`src/rtl/pipe_pkg.sv`:
```
// Shared types and constants for the pipeline hazard/sequencing controller.
//   state_e : controller FSM states
//   ctl_t   : the full set of per-stage stall/clear controls, driven as one unit
package pipe_pkg;

    typedef enum logic [1:0] {
        RUN   = 2'd0,
        MULTI = 2'd1,
        TRAP  = 2'd2
    } state_e;

    typedef struct packed {
        logic stall_if;
        logic stall_id;
        logic stall_ex;
        logic stall_ma;
        logic clear_id;
        logic clear_ex;
        logic clear_ma;
    } ctl_t;

    localparam int TRAP_HOLD_DEF = 2;

    localparam ctl_t CTL_NONE = '0;

endpackage

```
`src/rtl/sat_counter.sv`:
```
// Saturating up-counter used for the performance counters.
//   clk   : clock
//   rst   : synchronous active-high reset, clears the count
//   inc   : count this cycle
//   count : current value; sticks at all-ones instead of wrapping
module sat_counter #(
    parameter int CNT_W = 32
) (
    input  logic             clk,
    input  logic             rst,
    input  logic             inc,
    output logic [CNT_W-1:0] count
);

    logic [CNT_W-1:0] count_q;
    logic [CNT_W-1:0] count_d;

    always_comb begin
        count_d = count_q;
        if (inc && (count_q != '1)) begin
            count_d = count_q + CNT_W'(1);
        end
    end

    always_ff @(posedge clk) begin
        if (rst) begin
            count_q <= '0;
        end else begin
            count_q <= count_d;
        end
    end

    assign count = count_q;

endmodule

```
`src/rtl/pipe_ctl.sv`:
```
// Central hazard and sequencing controller for the five-stage core.
// Generates the IF/ID, ID/EX and EX/MA stall/clear pairs from the current
// hazard inputs plus a small FSM (RUN / MULTI / TRAP), and keeps two
// saturating performance counters.
// Ports:
//   clk, rst                 : clock, synchronous active-high reset
//   id_rs1/rs2, *_used       : source registers of the ID instruction
//   ex_rd, ex_load           : destination / load flag of the EX instruction
//   ex_multi, ex_multi_done  : multi-cycle EX op present / result valid
//   bj_en, trap_en           : branch/jump or trap/xret redirect from EX
//   imem_busy, dmem_busy     : fetch / data-memory access outstanding
//   stall_* / clear_*        : per-stage hold / bubble controls (combinational)
//   stall_cnt                : cycles with stall_if high (registered)
//   flush_cnt                : redirects taken (registered)
module pipe_ctl
    import pipe_pkg::*;
#(
    parameter int TRAP_HOLD = TRAP_HOLD_DEF,
    parameter int CNT_W     = 32
) (
    input  logic             clk,
    input  logic             rst,
    input  logic [4:0]       id_rs1,
    input  logic [4:0]       id_rs2,
    input  logic             id_rs1_used,
    input  logic             id_rs2_used,
    input  logic [4:0]       ex_rd,
    input  logic             ex_load,
    input  logic             ex_multi,
    input  logic             ex_multi_done,
    input  logic             bj_en,
    input  logic             trap_en,
    input  logic             imem_busy,
    input  logic             dmem_busy,
    output logic             stall_if,
    output logic             stall_id,
    output logic             stall_ex,
    output logic             stall_ma,
    output logic             clear_id,
    output logic             clear_ex,
    output logic             clear_ma,
    output logic [CNT_W-1:0] stall_cnt,
    output logic [CNT_W-1:0] flush_cnt
);

    // Width of the post-trap down-counter; kept at least one bit wide so a
    // TRAP_HOLD of 1 still elaborates.
    localparam int TC_W = (TRAP_HOLD > 1) ? $clog2(TRAP_HOLD) : 1;

    state_e          state_q;
    state_e          state_d;
    logic [TC_W-1:0] trap_cnt_q;
    logic [TC_W-1:0] trap_cnt_d;
    ctl_t            ctl;
    logic            load_use;
    logic            flush_inc;
    logic [1:0]      cnt_inc;
    logic [CNT_W-1:0] cnt_val [2];

    // Load-use: the EX load writes a register the ID instruction reads. x0 is
    // never a real dependency.
    assign load_use = ex_load && (ex_rd != 5'd0) &&
                      ((id_rs1_used && (id_rs1 == ex_rd)) ||
                       (id_rs2_used && (id_rs2 == ex_rd)));

    always_comb begin
        ctl        = CTL_NONE;
        state_d    = state_q;
        trap_cnt_d = trap_cnt_q;
        flush_inc  = 1'b0;

        if (rst) begin
            ctl.clear_id = 1'b1;
            ctl.clear_ex = 1'b1;
            ctl.clear_ma = 1'b1;
            state_d      = RUN;
            trap_cnt_d   = '0;
        end else if (trap_en && (state_q != TRAP)) begin
            // Trap wins over everything, including an in-flight multi-cycle op.
            ctl.clear_id = 1'b1;
            ctl.clear_ex = 1'b1;
            ctl.clear_ma = 1'b1;
            state_d      = TRAP;
            trap_cnt_d   = TC_W'(TRAP_HOLD - 1);
            flush_inc    = 1'b1;
        end else if (state_q == TRAP) begin
            // Fetch held while the trap target settles; redirects ignored.
            ctl.stall_if = 1'b1;
            ctl.clear_id = 1'b1;
            if (trap_cnt_q == '0) begin
                state_d = RUN;
            end else begin
                trap_cnt_d = trap_cnt_q - TC_W'(1);
            end
        end else if (dmem_busy) begin
            // Whole pipe frozen; a pending bj_en is re-presented after release.
            ctl.stall_if = 1'b1;
            ctl.stall_id = 1'b1;
            ctl.stall_ex = 1'b1;
            ctl.stall_ma = 1'b1;
        end else if (bj_en && (state_q == RUN)) begin
            ctl.clear_id = 1'b1;
            ctl.clear_ex = 1'b1;
            flush_inc    = 1'b1;
        end else if ((state_q == MULTI) || ex_multi) begin
            // Done is only honoured once in MULTI, so the entry cycle always stalls.
            if ((state_q == MULTI) && ex_multi_done) begin
                state_d = RUN;
            end else begin
                ctl.stall_if = 1'b1;
                ctl.stall_id = 1'b1;
                ctl.stall_ex = 1'b1;
                ctl.clear_ma = 1'b1;
                state_d      = MULTI;
            end
        end else if (load_use) begin
            // The bubble into EX removes the load's dependency, so this lasts one cycle.
            ctl.stall_if = 1'b1;
            ctl.stall_id = 1'b1;
            ctl.clear_ex = 1'b1;
        end else if (imem_busy) begin
            ctl.stall_if = 1'b1;
            ctl.clear_id = 1'b1;
        end
    end

    always_ff @(posedge clk) begin
        if (rst) begin
            state_q    <= RUN;
            trap_cnt_q <= '0;
        end else begin
            state_q    <= state_d;
            trap_cnt_q <= trap_cnt_d;
        end
    end

    assign stall_if = ctl.stall_if;
    assign stall_id = ctl.stall_id;
    assign stall_ex = ctl.stall_ex;
    assign stall_ma = ctl.stall_ma;
    assign clear_id = ctl.clear_id;
    assign clear_ex = ctl.clear_ex;
    assign clear_ma = ctl.clear_ma;

    // Index 0: stall cycles, index 1: redirects.
    assign cnt_inc[0] = ctl.stall_if & ~rst;
    assign cnt_inc[1] = flush_inc;

    generate
        for (genvar gi = 0; gi < 2; gi++) begin : g_cnt
            sat_counter #(
                .CNT_W (CNT_W)
            ) u_cnt (
                .clk   (clk),
                .rst   (rst),
                .inc   (cnt_inc[gi]),
                .count (cnt_val[gi])
            );
        end
    endgenerate

    assign stall_cnt = cnt_val[0];
    assign flush_cnt = cnt_val[1];

endmodule

```
`config.mk`:
```
export PLATFORM = sky130hd
export DESIGN_NAME = pipe_ctl
export DESIGN_NICKNAME = d
export VERILOG_FILES = /design/src/rtl/pipe_pkg.sv /design/src/rtl/sat_counter.sv /design/src/rtl/pipe_ctl.sv
export SDC_FILE = /design/constraint.sdc
export NUM_CORES = 1
export LEC_CHECK = 0
export CORE_MARGIN = 8
export CORE_UTILIZATION = 40
export CTS_CLUSTER_DIAMETER = 30
export DETAILED_ROUTE_END_ITERATION = 10
export HOLD_SLACK_MARGIN = 0.05
export PLACE_DENSITY = 0.68
export SKIP_LAST_GASP = 1
export SYNTH_ARGS = -nofsm -noshare
export SYNTH_HDL_FRONTEND = slang
export SYNTH_HIERARCHICAL = 1
export SYNTH_SLANG_ARGS = --single-unit
```
`constraint.sdc`:
```
create_clock -name clk -period 5.2 [get_ports clk]
set_input_delay 1.04 -clock clk [delete_from_list [all_inputs] [get_ports clk]]
set_output_delay 1.04 -clock clk [all_outputs]
set_load 0.03 [all_outputs]
```
---- After elaboration in Yosys (flattened, before gate mapping) ----
Index checks and enable logic that the tools add are counted.
operators by class
  add/sub/neg operators ................... 3
  reduce and logical (&&, ||, !) cells .... 19
  equal/unequal tests ..................... 13
  mux-type cells .......................... 39
  bitwise logic cells ..................... 2
operators with widths
  cell                                                                     count
  32-bit by 1-bit adder with 32-bit output, second input constant          2
  32-bit inequality test, second input constant                            2
  3-bit two-way mux                                                        7
  1-bit two-way mux                                                        20
  2-bit two-way mux                                                        10
  5-bit equality test                                                      2
  1-bit logical AND                                                        9
  4-bit two-way mux                                                        2
  4-bit AND reduction                                                      2
  2-bit inequality test, second input constant                             3
  3-bit inequality test, second input constant                             2
  5-bit nonzero test                                                       1
  2-bit nonzero test                                                       2
  3-bit by 1-bit inequality test with 1-bit output, second input constant  1
  3-bit nonzero test                                                       1
  2-bit by 1-bit equality test with 1-bit output, second input constant    1
  2-bit equality test, second input constant                               1
  2-bit zero test                                                          1
  1-bit logical OR                                                         2
  2-bit by 1-bit inequality test with 1-bit output, second input constant  1
  2-bit OR reduction                                                       1
  1-bit bitwise AND                                                        1
  1-bit inverter                                                           1
  1-bit subtractor, second input constant                                  1
storage, ports and cells
  output and inout port bits .............. 71
  register bits after elaboration ......... 67
  input port bits ......................... 26

---- Depth between registers and ports, before layout ----
  depth in word-level cells ............... 13
  gate-level depth with buffers ........... 10

---- Cells and area by module ----
The synthesis kept the hierarchy.
modules (own cells, without submodules)
  module                        area an instance (um2)  seq. area each (um2)  times used  cells each
  sat_counter (g_cnt[0].u_cnt)  1674.1                  640.6                 1           199
  sat_counter (g_cnt[1].u_cnt)  1606.5                  640.6                 1           187
  pipe_ctl                      490.5                   60.1                  1           67

---- Worst setup path before layout ----
Ideal clock, no wire load.
  kind .................................... input-to-reg
  start point ............................. input ex_rd[3]
  end point ............................... register g_cnt[0].u_cnt.count_q[31]
  arrival ................................. 4377 ps
  buffers on the path ..................... 0
  stages on the path ...................... 9
  path slack .............................. 702 ps
  cells stage by stage .................... xor2_1 > nor4_1 > a32oi_1 > a211oi_1 > nand4_1 > nor4_2 > nand4_1 > nor4_1 > mux2_2
between the ends
  longest elaborated chain between the ends .. 13
  elaborated cells between the ends (all ways) .. 17
  classes of those cells .................. eq/ne: 2; mux: 7; bitwise: 1; reduce/logical: 7
ends and longest elaborated chain
  item                                           line                            RTL
  start, declared                                pipe_ctl.sv:27                  input logic [4:0] ex_rd,
  5-bit equality test, on equally long branches  pipe_ctl.sv:63, pipe_ctl.sv:64
  1-bit logical AND, on equally long branches    pipe_ctl.sv:63, pipe_ctl.sv:64
  1-bit logical OR                               pipe_ctl.sv:63                  ((id_rs1_used && (id_rs1 == ex_rd)) ||
  1-bit logical AND (*)                          pipe_ctl.sv:62                  assign load_use = ex_load && (ex_rd != 5'd0) &&
  1-bit two-way mux (*)                          pipe_ctl.sv:116                 end else if (load_use) begin
  2-bit two-way mux (*)                          pipe_ctl.sv:105                 end else if ((state_q == MULTI) || ex_multi) begin
  3-bit two-way mux (*)                          pipe_ctl.sv:101                 end else if (bj_en && (state_q == RUN)) begin
  3-bit two-way mux (*)                          pipe_ctl.sv:95                  end else if (dmem_busy) begin
  1-bit two-way mux (*)                          pipe_ctl.sv:86                  end else if (state_q == TRAP) begin
  4-bit two-way mux (*)                          pipe_ctl.sv:78                  end else if (trap_en && (state_q != TRAP)) begin
  4-bit two-way mux (*)                          pipe_ctl.sv:72                  if (rst) begin
  named net stall_if                             pipe_ctl.sv:35                  output logic stall_if,
  1-bit bitwise AND (*)                          pipe_ctl.sv:146                 assign cnt_inc[0] = ctl.stall_if & ~rst;
  1-bit logical AND (*)                          sat_counter.sv:20               if (inc && (count_q != '1)) begin
  end signal, assigned                           sat_counter.sv:29               count_q <= count_d;
  end, declared                                  sat_counter.sv:15               logic [CNT_W-1:0] count_q;
Mark *: on every way through the listed nets, which the timed path passes. The rest lies on a longest branch.
A chain may end at the register's enable or synchronous reset.

---- Final worst setup path ----
  start point ............................. input ex_rd[2]
  end point ............................... output stall_if
between the ends
  longest elaborated chain between the ends .. 11
  elaborated cells between the ends (all ways) .. 15
  classes of those cells .................. eq/ne: 2; mux: 7; reduce/logical: 6
ends and longest elaborated chain
  item                                           line
  5-bit equality test, on equally long branches  pipe_ctl.sv:63, pipe_ctl.sv:64
  1-bit logical AND, on equally long branches    pipe_ctl.sv:63, pipe_ctl.sv:64
  1-bit logical OR                               pipe_ctl.sv:63
  1-bit logical AND (*)                          pipe_ctl.sv:62
  1-bit two-way mux (*)                          pipe_ctl.sv:116
  2-bit two-way mux (*)                          pipe_ctl.sv:105
  3-bit two-way mux (*)                          pipe_ctl.sv:101
  3-bit two-way mux (*)                          pipe_ctl.sv:95
  1-bit two-way mux (*)                          pipe_ctl.sv:86
  4-bit two-way mux (*)                          pipe_ctl.sv:78
  4-bit two-way mux (*)                          pipe_ctl.sv:72
  end, declared                                  pipe_ctl.sv:35
Every way passes the cells marked *; elsewhere a longest branch is shown, timed or not.

==> metrics.txt <==
Yosys top cell area share=a little over a third; vias in the first global route=3613; initial antenna violation count=0; DRC errors left=0; Yosys top cell by area=dfxtp_1; worst min path class=flip-flop to flip-flop; Worst path slowest cell=clkdlybuf4s50_1; CP endpoint kind=primary output; vias per cell=between 5 and 6; area delta synth->final=34.0%; count leader, synth=dfxtp_1; ANT nets after route=0; overall power=1.20 mW; Reg clk slew, reported paths=approximately 0.080 ns; Worst Setup Slack, final=~0.81 ns; nets=about 570; pwr dens=238 mW/mm^2; final hold viol count=0; most frequent cell on the critical path=clkdlybuf4s50_1; Diodes inserted=0; Worst setup SP type=input port; Buffers & Inverters on Critical Path=3; initial core utilization=41.0%; crit-path max FO=5; Wirelength per Cell=roughly 16 um; leakage power=between 1.5 and 2 nW; Slew headroom=between 40% and 50%; Max VDD drop=roughly 0.13 mV; first-pass GRT wire length=~17000 um; Rows=35; Max Slew Vio Count=0; number of flops mapped to enable cells by yosys=0; port bufs=96; # placed instances=between 600 and 700; crit share post-route=~84%; Hold WS=around 0.5 ns; synth warn=6; hold buffer count at CTS=0; post-synthesis cell count=approximately 450; I/O pin count=between 90 and 100; Initial DRC Count=150; die area=0.0128 mm^2; top post-synthesis cells by count=dfxtp_1 (67), a21oi_1 (47), nor2_1 (36), nand3_1 (30), or3_1 (28); status=finished, final reports clean; Area after DPL=~0.0048 mm^2; fin area=between 0.005 and 0.006 mm^2; Skew-Pair Late Insertion Delay=between 0.3 and 0.4 ns; largest net degree at the start of global routing=41; layout cells sized above 1=~7.5%; H-Tree Depth=3; Synthesized Nets=slightly below 500; Setup TNS=0 ns; Yosys cell types=61; Die Span X=approximately 110 um; CTS Buffer Depth=2; chip height=approximately 110 um; min Tclk post-route=4.39 ns; setup violators final=0; mapped cell area=roughly 0.0038 mm^2; share of flip-flops with an asynchronous set or reset=0%; root buffer cell=clkbuf_8; Post-synth top flop=dfxtp_1; post-CTS setup buffer count=0; Vias=3791; core region area=0.00920 mm^2; final WL=about 10000 um; Max stage delay on crit path=between 0.6 and 0.7 ns; WP data required=approximately 4.2 ns; PostCTS Resize Cnt=0; final std cells w/o fill=659; RePlAce Congestion=roughly 0.82; Fin Clk Skew=0.0147 ns; total grt overflow=0; Worst Max-Slew Pin Slew=around 0.75 ns; drt first pass iters=4; clock sinks=between 60 and 70; dpl hpwl=~7500 um; critical path class=input port to primary output; Final Util=55.0%; dpl ws=~0.81 ns; TritonCTS Buffers=9; critical path's top delay family=buffers and inverters; syn_area_per_cell=~8.3 um^2; Fmax achieved=228 MHz; data arrival time of the critical path=approximately 3.4 ns; crit-path cells=clkdlybuf4s50_1, xor2_1, nor4_1, a32oi_1, a211oi_1, buf_4, clkdlybuf4s50_1; register area share after synthesis=between 30% and 40%; unrepaired setup endpoints after global routing=no; top cells by area, synth=dfxtp_1 (36%), a21oi_1 (6.2%), or3_1 (4.6%); max-cap violations=0; gr usage total=between 10% and 20%; number of synthesized register bits=67; TritonCTS clock tree=done
layout make-up:
class	instances	area, um^2
clock inverters	6	138
fillers	867	4140
repair buffers	100	986
multi-input cells	359	2300
flip-flops and latches	67	1340
well taps	111	139
inverters	6	22.5
clock buffers	10	128
cells in the final DEF, fill, tap and decap left out, types with 2 or more instances in the layout:
cell / count
nand3_1: 30
nor4_2: 3
or3_1: 28
a31oi_1: 2
nand2b_1: 3
and2_1: 5
mux2i_1: 3
o21ai_2: 2
a2111oi_0: 3
nand4_1: 16
clkbuf_8: 9
a211oi_1: 3
nor3b_1: 2
o2111ai_1: 4
nand2_1: 19
inv_1: 6
clkinv_4: 2
ha_1: 2
buf_4: 4
nor2b_1: 4
bufinv_16: 4
and3_1: 9
or3_4: 2
or4_1: 16
a21oi_1: 47
nor2_1: 36
clkdlybuf4s50_1: 95
mux2_2: 2
o21ai_1: 7
nor4_1: 7
and4_1: 7
xnor2_1: 9
o31ai_1: 18
xor2_1: 16
o21ai_0: 22
dfxtp_1: 67
nor3_1: 8
flip-flops by register name, summed over array words and instances (netlist names):
signal,flops
trap_cnt_q,1
state_q,2
g_cnt.u_cnt/count,64
metal layers:
metal	routed length [um]	vias up	share of wire, %	track usage, %
met5	0	-	0	0
met4	78	0	0.76	4.80
met3	862	7	8.4	5.06
met2	4780	107	46	26.9
met1	4580	1766	44	19.0
li1	-	1911	-	-
worst paths after layout:
check | from | to | slack [ns] | cells past startpoint
setup / recovery | ex_rd[2] | stall_if | 0.81 | 7
hold / removal | trap_cnt_q | state_q[1] | 0.49 | 2
setup reg to reg | state_q[0] | g_cnt[0].u_cnt/count[31] | 2.00 | 11
hold reg to reg | trap_cnt_q | state_q[1] | 0.49 | 2
logic make-up after synthesis:
logic type / synth area share (%)
buffers and inverters: 3.62
adder cells (fa/ha/maj): 0.663
XOR/XNOR: 5.81
multiplexers: 1.69
flip-flops: 35.6
AO/OA/AOI/OAI: 20.7
AND/OR/NAND/NOR: 32.0
power by group:
part / switching (mW) / internal [mW]
Sequential: 0.00708 / 0.517
Clock: 0.206 / 0.369
Combinational: 0.0559 / 0.0473
Total: 0.269 / 0.933
worst register-to-register path, cell delays in order, from the launching register on:
cell and delay, ns:
dfxtp_1 0.44, nand2b_1 0.25, a21oi_1 0.30, o31ai_1 0.15, a211oi_1 0.21, buf_4 0.19, nand4_1 0.10, buf_4 0.18
nor4_2 0.48, nand4_1 0.15, nor4_1 0.29, mux2_2 0.37
Note: power is estimated with default switching activity, not from simulation.
==> patch: new RTL, same settings <==
Register the output `stall_cnt`, cleared by the reset; this adds one clock of latency there. The other outputs are not delayed to match. Comments in the files are not updated.
--- a/src/rtl/pipe_ctl.sv
+++ b/src/rtl/pipe_ctl.sv
@@ -160,5 +160,11 @@
     endgenerate
 
-    assign stall_cnt = cnt_val[0];
+    always_ff @(posedge clk) begin
+        if (rst) begin
+            stall_cnt <= '0;
+        end else begin
+            stall_cnt <= cnt_val[0];
+        end
+    end
     assign flush_cnt = cnt_val[1];
 
Formal check against the unedited RTL: not equivalent (Yosys sat finds a counterexample within 4 cycles, from zero or initial values and one cycle with rst high).
==> patch against the unedited design <==
- setup slack worse by 0.039 ns
- synthesized area increased by 23%
- wire length up 12%
- count of clock-buffer cells in the layout did not move
- cell area up 18%
- critical path depth unchanged
- power increased by 26%
- sequential cell count rose by 32
- critical path type unchanged
- largest cell class unchanged
- highest routed layer unchanged
==> patch: results (changes against the unedited design) <==
Layout
  – Proportion of layout cells with a drive suffix above 1: 0.0700 (-0.00478)
  – Layout fillers: 1086 (+25%)
  – Final net count: 637 (+12%)

Detailed routing
  – DR vias: 4191 (+11%)
  – Drt via density: 5.54 (-3.8%)
  – DRT iter0 DRCs: 308 (+110%)
  – Routed Antenna Nets: 0 (unchanged)
  – Initial DRT Pass Iterations: 5 (+1)

STA
  – Minimum hold slack: 0.492 ns (+0.000975 ns)
  – Period Utilization, post-route: 0.851 (+0.00751)
  – Clk_skew: 0.00829 ns (-0.00638 ns)
  – Worst-margin pin slew: 0.957 ns (+0.202 ns)

Status
  – Run status: completed

Global routing
  – Initial antenna violation count: 0 (unchanged)
  – Maximum number of pins on one net before global-route repair: 67 (+63%)
  – Total GRT Usage: 0.152 (-0.00753)
  – Vias in the first global route: 3879 (+7.4%)
  – First-pass GRT wire length: 18800 µm (+8.7%)

Power
  – VDD IR max: 159 µV (+19%)
  – LEAKAGE: 1.89 nW (+22%)

Logic synthesis
  – Post-synthesis compound-gate area fraction: 0.169 (-0.0379)
  – Post-synth cell types: 59 (-3.3%)
  – Seq/Total Area, Yosys: 0.429 (+0.0729)
  – Post-Syn Instances: 521 (+15%)
  – Synth Area in Adders: 0.00541 (-0.00122)
  – Synth cell count leaders: dfxtp_1, a21oi_1, nor2_1, nor2b_1, nand3_1
  – Post-synthesis xor/xnor area fraction: 0.0473 (-0.0107)
  – Net count after synthesis: 549 (+14%)
  – Area contributors post-synth: dfxtp_1, a21oi_1, nor2b_1, or3_1, nand3_1

Place
  – Gpl congestion: 0.846 (+2.9%)
  – DPL Wire Length: 8270 µm (+9.8%)
  – Post-Place Cell Area: 5680 µm² (+19%)
  – Placed insts: 741 (+15%)

CTS
  – Post-cts sizing count: 0 (unchanged)
  – CTS Root Cell: clkbuf_16
  – Clock-pin slew on the worst setup and hold paths: 0.07 ns

Worst setup path
  – R2R setup slack: 1.92 ns (-0.08 ns)
  – Crit path DAT: 3.39 ns (+0.04 ns)
  – Crit. Startpoint: ex_rd[3]

Floorplan
  – Initial Util: 0.407 (-0.00333)
patch: kinds of logic (layout without fill, tap and decap cells):
| kind of cell | Yosys count | after routing |
|---|---|---|
| muxes | 6 | 6 |
| DFF | 99 | 99 |
| adders and majority gates | 2 | 2 |
| xor gates and xnor gates | 25 | 25 |
| buffers and inverters | 31 | 124 |
| and+or+nand+nor | 238 | 238 |
| AOI/OAI and AO/OA | 120 | 120 |
patch: worst max-delay path, stage by stage:
cell and delay (ns):
clkdlybuf4s50_1 0.48, xor2_1 0.19, nor4_1 0.29, a32oi_1 0.22
a211oi_1 0.27, buf_4 0.20, clkdlybuf4s50_1 0.69
patch: area by class of cell:
cell class                 instances  area [µm²]  area share
clock buffer                      10         239      0.0400
clock inverter                     6        48.8     0.00817
inverter                           6        22.5     0.00377
multi-input combinational        391        2500       0.418
sequential                        99        1980       0.332
tap                              143         179      0.0300
timing repair buffer             102        1000       0.168
patch: layer usage:
metal  track usage  part of all wire  up-vias
met4        0.0504             0.010        0
met5             0                 0        -
li1              -                 -     2102
met3        0.0393             0.051        9
met2         0.256              0.49       85
met1         0.186              0.45     1995
patch: where the power goes:
group	switching, mW	internal, mW	total (mW)	leakage (nW)
logic	0.0589	0.0483	0.107	0.963
clock network	0.297	0.341	0.638	0.131
registers	0.00761	0.763	0.770	0.798
total	0.364	1.15	1.52	1.89
patch: worst min path at each step:
stage | to | cells after the start
floorplan | g_cnt[0].u_cnt/count[15] | 2
global placement | state_q[1] | 2
detailed placement | state_q[1] | 2
CTS | state_q[1] | 2
global route | stall_cnt[31] | 1
finish | state_q[1] | 2
